## src/rtl/systolic_feeder.sv

```systemverilog
// Row buffer and skew generator for a DIM x DIM systolic array.
// Holds matrix A and streams it out diagonally, one enabled column per cycle.
module systolic_feeder #(
  parameter int BITS_AB = 8,
  parameter int DIM     = 8
) (
  input  logic                     clk,
  input  logic                     rst_n,
  input  logic                     en,
  input  logic                     WrEn,
  input  logic [$clog2(DIM)-1:0]   Arow,
  input  logic [DIM*BITS_AB-1:0]   Ain,
  input  logic                     start,
  output logic [DIM*BITS_AB-1:0]   Aout,
  output logic                     valid,
  output logic                     busy,
  output logic                     done
);

  localparam int CW = $clog2(2*DIM);
  localparam logic [CW-1:0] CNT_END = CW'(2*DIM-1);

  typedef enum logic {IDLE, STREAM} state_t;

  state_t                       state_q, state_d;
  logic [CW-1:0]                cnt_q, cnt_d;
  logic [DIM*BITS_AB-1:0]       aout_q, aout_d;
  logic                         valid_q, valid_d;
  logic                         done_q, done_d;
  logic signed [BITS_AB-1:0]    mem_q [DIM][DIM];
  logic signed [BITS_AB-1:0]    mem_d [DIM][DIM];

  always_comb begin
    state_d = state_q;
    cnt_d   = cnt_q;
    aout_d  = '0;
    valid_d = 1'b0;
    done_d  = 1'b0;
    mem_d   = mem_q;

    unique case (state_q)
      IDLE: begin
        if (WrEn && (32'(Arow) < DIM)) begin
          for (int unsigned j = 0; j < DIM; j++) begin
            mem_d[Arow][j] = Ain[j*BITS_AB +: BITS_AB];
          end
        end
        if (start) begin
          state_d = STREAM;
          cnt_d   = '0;
        end
      end
      STREAM: begin
        // cnt only reaches CNT_END after the last enabled load, so this edge
        // closes the stream whatever en is doing.
        if (cnt_q == CNT_END) begin
          state_d = IDLE;
          done_d  = 1'b1;
        end else if (en) begin
          for (int unsigned i = 0; i < DIM; i++) begin
            for (int unsigned j = 0; j < DIM; j++) begin
              if (32'(cnt_q) == i + j) begin
                aout_d[i*BITS_AB +: BITS_AB] = mem_q[i][j];
              end
            end
          end
          valid_d = 1'b1;
          cnt_d   = cnt_q + CW'(1);
        end else begin
          aout_d  = aout_q;
          valid_d = valid_q;
        end
      end
      default: state_d = IDLE;
    endcase
  end

  always_ff @(posedge clk or negedge rst_n) begin
    if (!rst_n) begin
      state_q <= IDLE;
      cnt_q   <= '0;
      aout_q  <= '0;
      valid_q <= 1'b0;
      done_q  <= 1'b0;
      for (int unsigned i = 0; i < DIM; i++) begin
        for (int unsigned j = 0; j < DIM; j++) begin
          mem_q[i][j] <= '0;
        end
      end
    end else begin
      state_q <= state_d;
      cnt_q   <= cnt_d;
      aout_q  <= aout_d;
      valid_q <= valid_d;
      done_q  <= done_d;
      mem_q   <= mem_d;
    end
  end

  assign Aout  = aout_q;
  assign valid = valid_q;
  assign done  = done_q;
  assign busy  = (state_q == STREAM);

endmodule

```

## config.mk

```make
export PLATFORM = sky130hd
export DESIGN_NAME = systolic_feeder
export DESIGN_NICKNAME = d
export VERILOG_FILES = /design/src/rtl/systolic_feeder.sv
export SDC_FILE = /design/constraint.sdc
export NUM_CORES = 1
export LEC_CHECK = 0
export BUFFER_PORTS_ARGS = -buffer_cell sky130_fd_sc_hd__buf_2
export CORE_MARGIN = 2
export CORE_UTILIZATION = 55
export CTS_CLUSTER_SIZE = 12
export DETAILED_ROUTE_END_ITERATION = 6
export PLACE_DENSITY = 0.77
export REMOVE_ABC_BUFFERS = 1
export SLEW_MARGIN = 20
export SYNTH_ARGS = -nofsm -noshare
export SYNTH_HDL_FRONTEND = slang
export SYNTH_SLANG_ARGS = --single-unit
```

## constraint.sdc

```tcl
create_clock -name clk -period 2.3 [get_ports clk]
set_input_delay 0.46 -clock clk [delete_from_list [all_inputs] [get_ports clk]]
set_output_delay 0.46 -clock clk [all_outputs]
set_load 0.1 [all_outputs]
```

## After elaboration in Yosys (flattened, before gate mapping)

Cells that the tools add are included.

- Bits in registers: 583
- Latch bits: 0
- Memory bits (writable): 0
- ROM bits: 0
- Bits of input ports: 72
- Output and inout bits: 67
- Logic and storage cells: 200
- Memories kept: 0

- Add/sub/neg operators: 1
- Multipliers: 0
- Div/mod/pow operators: 0
- $lt $le $gt $ge: 2
- Equal/unequal tests: 19
- Shifts and indexed selects: 0
- Muxes and demuxes: 103
- Bitwise gates (word level): 2
- Reduce and logical (&&, ||, !) cells: 4

Operators with widths:

| cell | number |
|---|---|
| $bwmux 512 | 8 |
| $demux 64 s3 | 8 |
| $mux 8 | 65 |
| $mux 64 | 4 |
| $mux 56 | 1 |
| $mux 48 | 1 |
| $mux 40 | 1 |
| $eq 4x4->1 const B | 8 |
| $mux 32 | 1 |
| $mux 24 | 1 |
| $eq 4x3->1 const B | 4 |
| $mux 16 | 1 |
| $mux 4 | 3 |
| $eq 4x2->1 const B | 2 |
| $pmux 4 s2 | 1 |
| $mux 1 | 7 |
| $ne 2x2->1 const B | 3 |
| $add 4x1->4 const B | 1 |
| $eq 4x1->1 const B | 1 |
| $ge 4x4->1 const B | 1 |
| $logic_not 4->1 | 1 |
| $lt 4x1->1 const B | 1 |
| $not 3->4 | 1 |
| $ne 3x2->1 const B | 1 |
| 5 further kinds | 5 |

## Logic depth before layout (Yosys ltp)

Gate-level depths: netlist of the first run.

- Depth after elaboration: 13
- Depth in mapped cells: 10
- Gate-level depth less buffers: 6

## Least setup slack after synthesis of the first run

Ideal clock, no wire load.

- Kind: flip-flop to flip-flop
- Start point: register state_q (netlist: busy)
- End point: register mem_q[256] (netlist bit)
- Setup time: 0.125 ns
- Data arrival time: 2.144 ns
- Setup slack: 0.031 ns
- Cell stages (with the launch flop): 8
- Cell sequence: dfrtp_1 > buf_2 > inv_2 > nand3_1 > nor3b_1 > buf_2 > buf_4 > mux2_2

- Word-level cells in the longest chain between the ends: 2

RTL lines:

| element | RTL line | text |
|---|---|---|
| start, declared | 25 | `state_t state_q, state_d;` |
| start signal, assigned | 91 | `state_q <= state_d;` |
| $not 1->1 (no source line) | n/a |  |
| $reduce_and 2->1 (no source line) | n/a |  |
| end signal, assigned | 96 | `mem_q <= mem_d;` |
| end, declared | 30 | `logic signed [BITS_AB-1:0] mem_q [DIM][DIM];` |

No other way between the ends.
A chain may end at the register's enable or synchronous reset.

## Final worst setup path of the first run

- Start point: register state_q (netlist: busy)
- End point: output port busy

RTL lines:

| element | RTL line | text |
|---|---|---|
| end, declared | 16 | `output logic busy,` |

No word-level cell between the ends.

==> results.toml, run 1 <==
[synth]
yosysWarningCount = 0
yosysTopAreaCellShare = 0.5488
ys_seq_area_frac = 0.5488
synthTopCellsByArea = "dfrtp_1 55%, mux2_2 21%, a221oi_1 1.9%, buf_2 1.5%, o22ai_1 1.4%"
synthCells = 2059
ys_types = 66
async_reset_ff_frac = 1.000
syn_area_um2 = 26580
synth_seq_cells = 583
ys_top_cells_by_count = "583 x dfrtp_1, 498 x mux2_2, 82 x buf_2, 77 x nand2_1"
yosys.area.top_type = "dfrtp_1"
synth-main-ff-cell = "dfrtp_1"
postSynthAreaPerCell_um2 = 12.91
synth_edf_count = 0
synth_most_common_cell = "dfrtp_1"

[placed_design]
gp_congestion = 0.9216
place_hpwl_um = 56170
place_area_um2 = 28820
preCtsSetupSlack_ns = 0.05797
port-buffer-count = 138

[clock_tree]
clkTransAtPathRegs_ns = 0.06
clkLatencyLatePin_ns = 0.62
cts_buffer_depth = 3
htree_levels = 2
clock-root-buffer = "clkbuf_16"
cts_tree = "yes"
cts.sinks = 583
cts_buffers = 59

[outcome]
violations = "design-rule violations"
status = "finished, violations left"

[cells_and_area]
final_util = 0.6430
multiInputGateArea_um2 = 11110
seqCellArea_um2 = 14590
syn_to_final_growth_pct = 15.49
nFillCells = 3441
nets = 2304
design_area_um2 = 30700
drive_gt1_frac = 0.4030

[critical_path]
critPathTopFamily = "flip-flops"
required_ns = 1.84
critical_path_class = "reg -> out"
r2r.worst_path.cells = 7
worstPathMaxFanout = 8
worst_setup_path_start_kind = "flop"
cp_cell_sequence = "buf_2"
end_kind = "output port"
cpPeakStageDelay_ns = 0.60
path_depth = 1
arrival_ns = 1.73
path_buf_inv = 1
crit_slowest_cell = "dfrtp_1"

[route]
antenna_left = 0
via_per_inst = 7.072
first_pass_iters = 7
route.detailed.drc = 3
routed_wl_um = 89040
drt_iter0_drc = 2387
vias = 20360
wl_per_cell_um = 30.93

[sta]
slew_violations = 0
hold_viol_final = 0
fin_crit_ns = 2.194
finalCritPeriodShare = 0.9539
setup_ws_ns = 0.1061
tightest_slew_ns = 0.6857
max-slew-margin-rel = 0.5429
setup_viol = 0
whs_ns = 0.1701
max_freq_ghz = 0.4558
rsz0062_at_grt = "false"
finClkSkew_ns = 0.01489

[power]
p_seq_frac = 0.374
power_density_nw_per_um2 = 1547
ir_drop_v = 0.0008639
p_leak_nw = 14.27
p_sw_mw = 19.57
p_comb_frac = 0.430
power_frac_clock = 0.197
netSwitchingFraction = 0.4119
internal_power_mw = 27.94

[global_route]
antenna_found_initial = 1
grt_pass1_wl_um = 133100
grt_max_degree = 85
grt_pass1_vias = 20870
grtUsageTotal = 0.3572
grt_overflow = 0

[floorplan]
die_y_um = 223.8
coreArea_um2 = 47750
die_w_um = 223.8
ios = 139
start_util = 0.5567
floorplan.die_area_um2 = 50100
rows = 80

[min_path]
min_path_cells = 3
hold_path.class = "in -> reg"

[job]
drv_cap = 0
[metal layers]
layer | share of wire | up-vias | wire (um) | global-route usage
met4 | 0.061 | 0 | 5400 | 0.1972
met5 | 0 | - | 0 | 0
met1 | 0.38 | 10430 | 33950 | 0.4845
met2 | 0.43 | 1424 | 38290 | 0.5218
li1 | - | 8165 | - | -
met3 | 0.13 | 345 | 11400 | 0.1001
[timing repair]
item | CTS | global route
setup endpoints to repair | 0 | 18
hold buffers | 1 | 0
buffers inserted | 0 | 0
endpoints found under the hold margin | 35 | 0
resized for setup | 0 | 9
[final cells by class]
type / count / share of cell area
Clock buffer: 88 / 0.05653
Inverter: 24 / 0.002934
Clock inverter: 8 / 0.003424
Multi-Input combinational cell: 1275 / 0.3618
Sequential cell: 583 / 0.4753
Timing Repair Buffer: 285 / 0.07483
Tap cell: 615 / 0.02507
Antenna cell: 1 / 0.00008151
[kinds of logic after synthesis]
family / Yosys count / synth area share
AO/OA/AOI/OAI: 507 / 0.1458
XOR/XNOR: 2 / 0.0006591
adder cells (fa/ha/maj): 4 / 0.001883
buffers and inverters: 201 / 0.03747
flip-flops: 583 / 0.5488
multiplexers: 505 / 0.2139
AND/OR/NAND/NOR: 257 / 0.05140
[path summary, 6_finish.rpt]
path                          start         end  slack, ns
hold / removal              Ain[22]  mem_q[174]       0.17
setup / recovery               busy        busy       0.11
setup reg to reg           cnt_q[0]    Aout[10]       0.11
min in group asynchronous     rst_n  mem_q[352]       0.40
max in group asynchronous     rst_n  mem_q[483]       1.04
hold reg to reg            Aout[51]    Aout[51]       0.49
[registers in the layout (all words and copies together) (netlist names)]
| signal | flops |
|---|---|
| Aout | 64 |
| busy | 1 |
| done | 1 |
| mem_q | 512 |
| valid | 1 |
| cnt_q | 4 |
[cell usage in the layout (no fill, tap or decap), types with 6 or more instances in the layout]
cell type,count
o21ai_0,33
or3_1,6
a31oi_1,7
o21a_1,9
o31ai_1,9
dfrtp_1,580
inv_1,21
clkbuf_8,15
nor2_1,32
o31a_1,6
o221a_2,14
a221o_1,25
a21o_1,16
o21bai_1,9
mux2_1,7
nand3b_1,22
o2bb2ai_1,13
nor3_1,15
nor4_1,8
clkbuf_1,14
o22ai_1,60
a221oi_1,57
nand3_1,23
a21oi_1,60
clkbuf_16,59
o211ai_1,34
buf_12,38
a22oi_1,17
a32o_1,16
a22o_1,36
o22a_1,7
buf_2,137
mux2_2,498
o221ai_1,34
nor2b_1,33
nand2_1,76
buf_4,104
a32oi_1,23
a211o_1,6
[power groups by stage]
stage / registers [mW] / logic (mW) / clock network [mW]
3_5_place_dp: 17.7 / 19.7 / 0
5_1_grt: 18.2 / 21.1 / 9.79
3_3_place_gp: 17.5 / 19.2 / 0
2_1_floorplan: 19.6 / 9.59 / 0
4_1_cts: 17.6 / 19.8 / 9.39
6_report: 17.8 / 20.4 / 9.34
[through the flow]
stage                     setup TNS, ns  std cells  power (mW)
final                                 0       2879       47.50
after global routing                  0       2878       49.13
after CTS                             0       2878       46.86
after detailed placement              0       2781       37.46
after global placement                0       2781       36.67
after floorplan                -1155.99       1882       29.22
(Power assumes the default switching activity.)
==> run 2: changes to the inputs <==
Clock period 2.3 ns to 2.49 ns, I/O delays scaled along.
==> results.toml, run 2 (same netlist as run 1, synthesis figures left out) <==
[placed_design]
port-buffer-count = 138
place_hpwl_um = 55510
gp_congestion = 0.9026
place_area_um2 = 28620

[sta]
slew_violations = 0
whs_ns = 0.2245
max_freq_ghz = 0.4166
setup_tns_ns = 0
setup_viol = 0
finalCritPeriodShare = 0.9641
fin_crit_ns = 2.401
tightest_slew_ns = 0.6983
rsz0062_at_grt = "false"
max-slew-margin-rel = 0.5309
finClkSkew_ns = 0.01303
hold_viol_final = 0

[clock_tree]
cts.sinks = 583
clkLatencyLatePin_ns = 0.62
clock-root-buffer = "clkbuf_16"
cts_tree = "yes"
clkTransAtPathRegs_ns = 0.06
cts_buffers = 59
cts_buffer_depth = 3
htree_levels = 2
postCtsSetupBuffers = 0

[global_route]
grt_pass1_wl_um = 132300
grt_max_degree = 68
antenna_found_initial = 1
grtUsageTotal = 0.3559
grt_overflow = 0
grt_pass1_vias = 20530

[cells_and_area]
nets = 2293
design_area_um2 = 30490
regMostFlops = "mem_q"
multiInputGateArea_um2 = 11090
largest_reg_flops = 512
drive_gt1_frac = 0.3958
nFillCells = 3507
final_cell_mix = "582 x dfrtp_1, 498 x mux2_2, 137 x buf_2"
layout_commonest_cell = "dfrtp_1"
syn_to_final_growth_pct = 14.69
seqCellArea_um2 = 14590

[route]
via_per_inst = 7.057
drt_iter0_drc = 2696
routed_wl_um = 88650
antenna_left = 0
route.detailed.drc = 0
first_pass_iters = 5
wl_per_cell_um = 30.86
vias = 20280

[floorplan]
floorplan.die_area_um2 = 50100
ios = 139
die_y_um = 223.8
start_util = 0.5567
rows = 80
coreArea_um2 = 47750
die_w_um = 223.8

[power]
power_density_nw_per_um2 = 1435
ir_drop_v = 0.0008280
p_leak_nw = 14.17
finalPower_mw = 43.76

[critical_path]
required_ns = 2.97
critical_path_class = "reg -> reg"
startpoint = "cnt_q[2]"
arrival_ns = 2.88
r2r_start = "cnt_q[2]"
worstPathMaxFanout = 20
end_kind = "flop"
worst_setup_path_start_kind = "flop"

[job]
drv_cap = 0

[outcome]
status = "complete, no violations"

[min_path]
hold_start = "Ain[19]"
hold_path.class = "in -> reg"
## run 2: changes by cell type in the layout (fill, tap and decap cells not counted), sizes merged
| cell | previous run | this run |
|---|---|---|
| clkbuf | 88 | 94 |
| buf | 284 | 273 |
| diode | 1 | 2 |
| inv | 27 | 23 |
| clkinv | 3 | 5 |
## run 2: worst paths after layout
kind | to | slack [ns] | cells past startpoint
setup / recovery | Aout[60] | 0.09 | 6
hold / removal | mem_q[171] | 0.22 | 3
setup reg to reg | Aout[60] | 0.09 | 6
hold reg to reg | mem_q[380] | 0.50 | 1
max in group asynchronous | mem_q[237] | 1.08 | 3
min in group asynchronous | mem_q[488] | 0.41 | 2
## run 2: per-layer routing
layer  routed length, um  track usage  part of all wire
met1               33650       0.4739              0.38
met2               38730       0.5269              0.44
met3               10720      0.09850              0.12
met4                5541       0.2054             0.063
met5                   7            0          0.000079
## run 2: area by class of cell
| type | count | area share |
|---|---|---|
| Antenna cell | 2 | 0.0001642 |
| Clock buffer | 94 | 0.05807 |
| Clock inverter | 6 | 0.002627 |
| Inverter | 24 | 0.002955 |
| Multi-Input combinational cell | 1275 | 0.3639 |
| Sequential cell | 583 | 0.4786 |
| Tap cell | 615 | 0.02524 |
| Timing Repair Buffer | 274 | 0.06846 |
## run 2: power by group
| part | total [mW] | internal [mW] | switching, mW |
|---|---|---|---|
| registers | 16.5 | 13.7 | 2.76 |
| clock network | 8.67 | 5.01 | 3.66 |
| logic | 18.6 | 6.93 | 11.7 |
## run 2: worst max-delay path: stages (launching register included)
cell and delay [ns]:
dfrtp_2 0.61, buf_4 0.27, nand3b_1 0.48, buf_4 0.35, and3_1 0.19, o221ai_1 0.20, o311ai_0 0.16
## run 2: repair_timing
item | in CTS | in global routing
gates resized for setup | 0 | 0
hold buffers | 1 | 0
hold endpoints to repair | 50 | 0
## run 2: per-stage QoR
step,util,std cells,setup WS [ns]
CTS,0.6384,2871,0.1750
global route,0.6384,2871,0.004421
floorplan,-,1882,-4.201
global placement,0.5995,2770,0.1609
finish,0.6385,2873,0.08945
detailed placement,0.5995,2770,0.1620
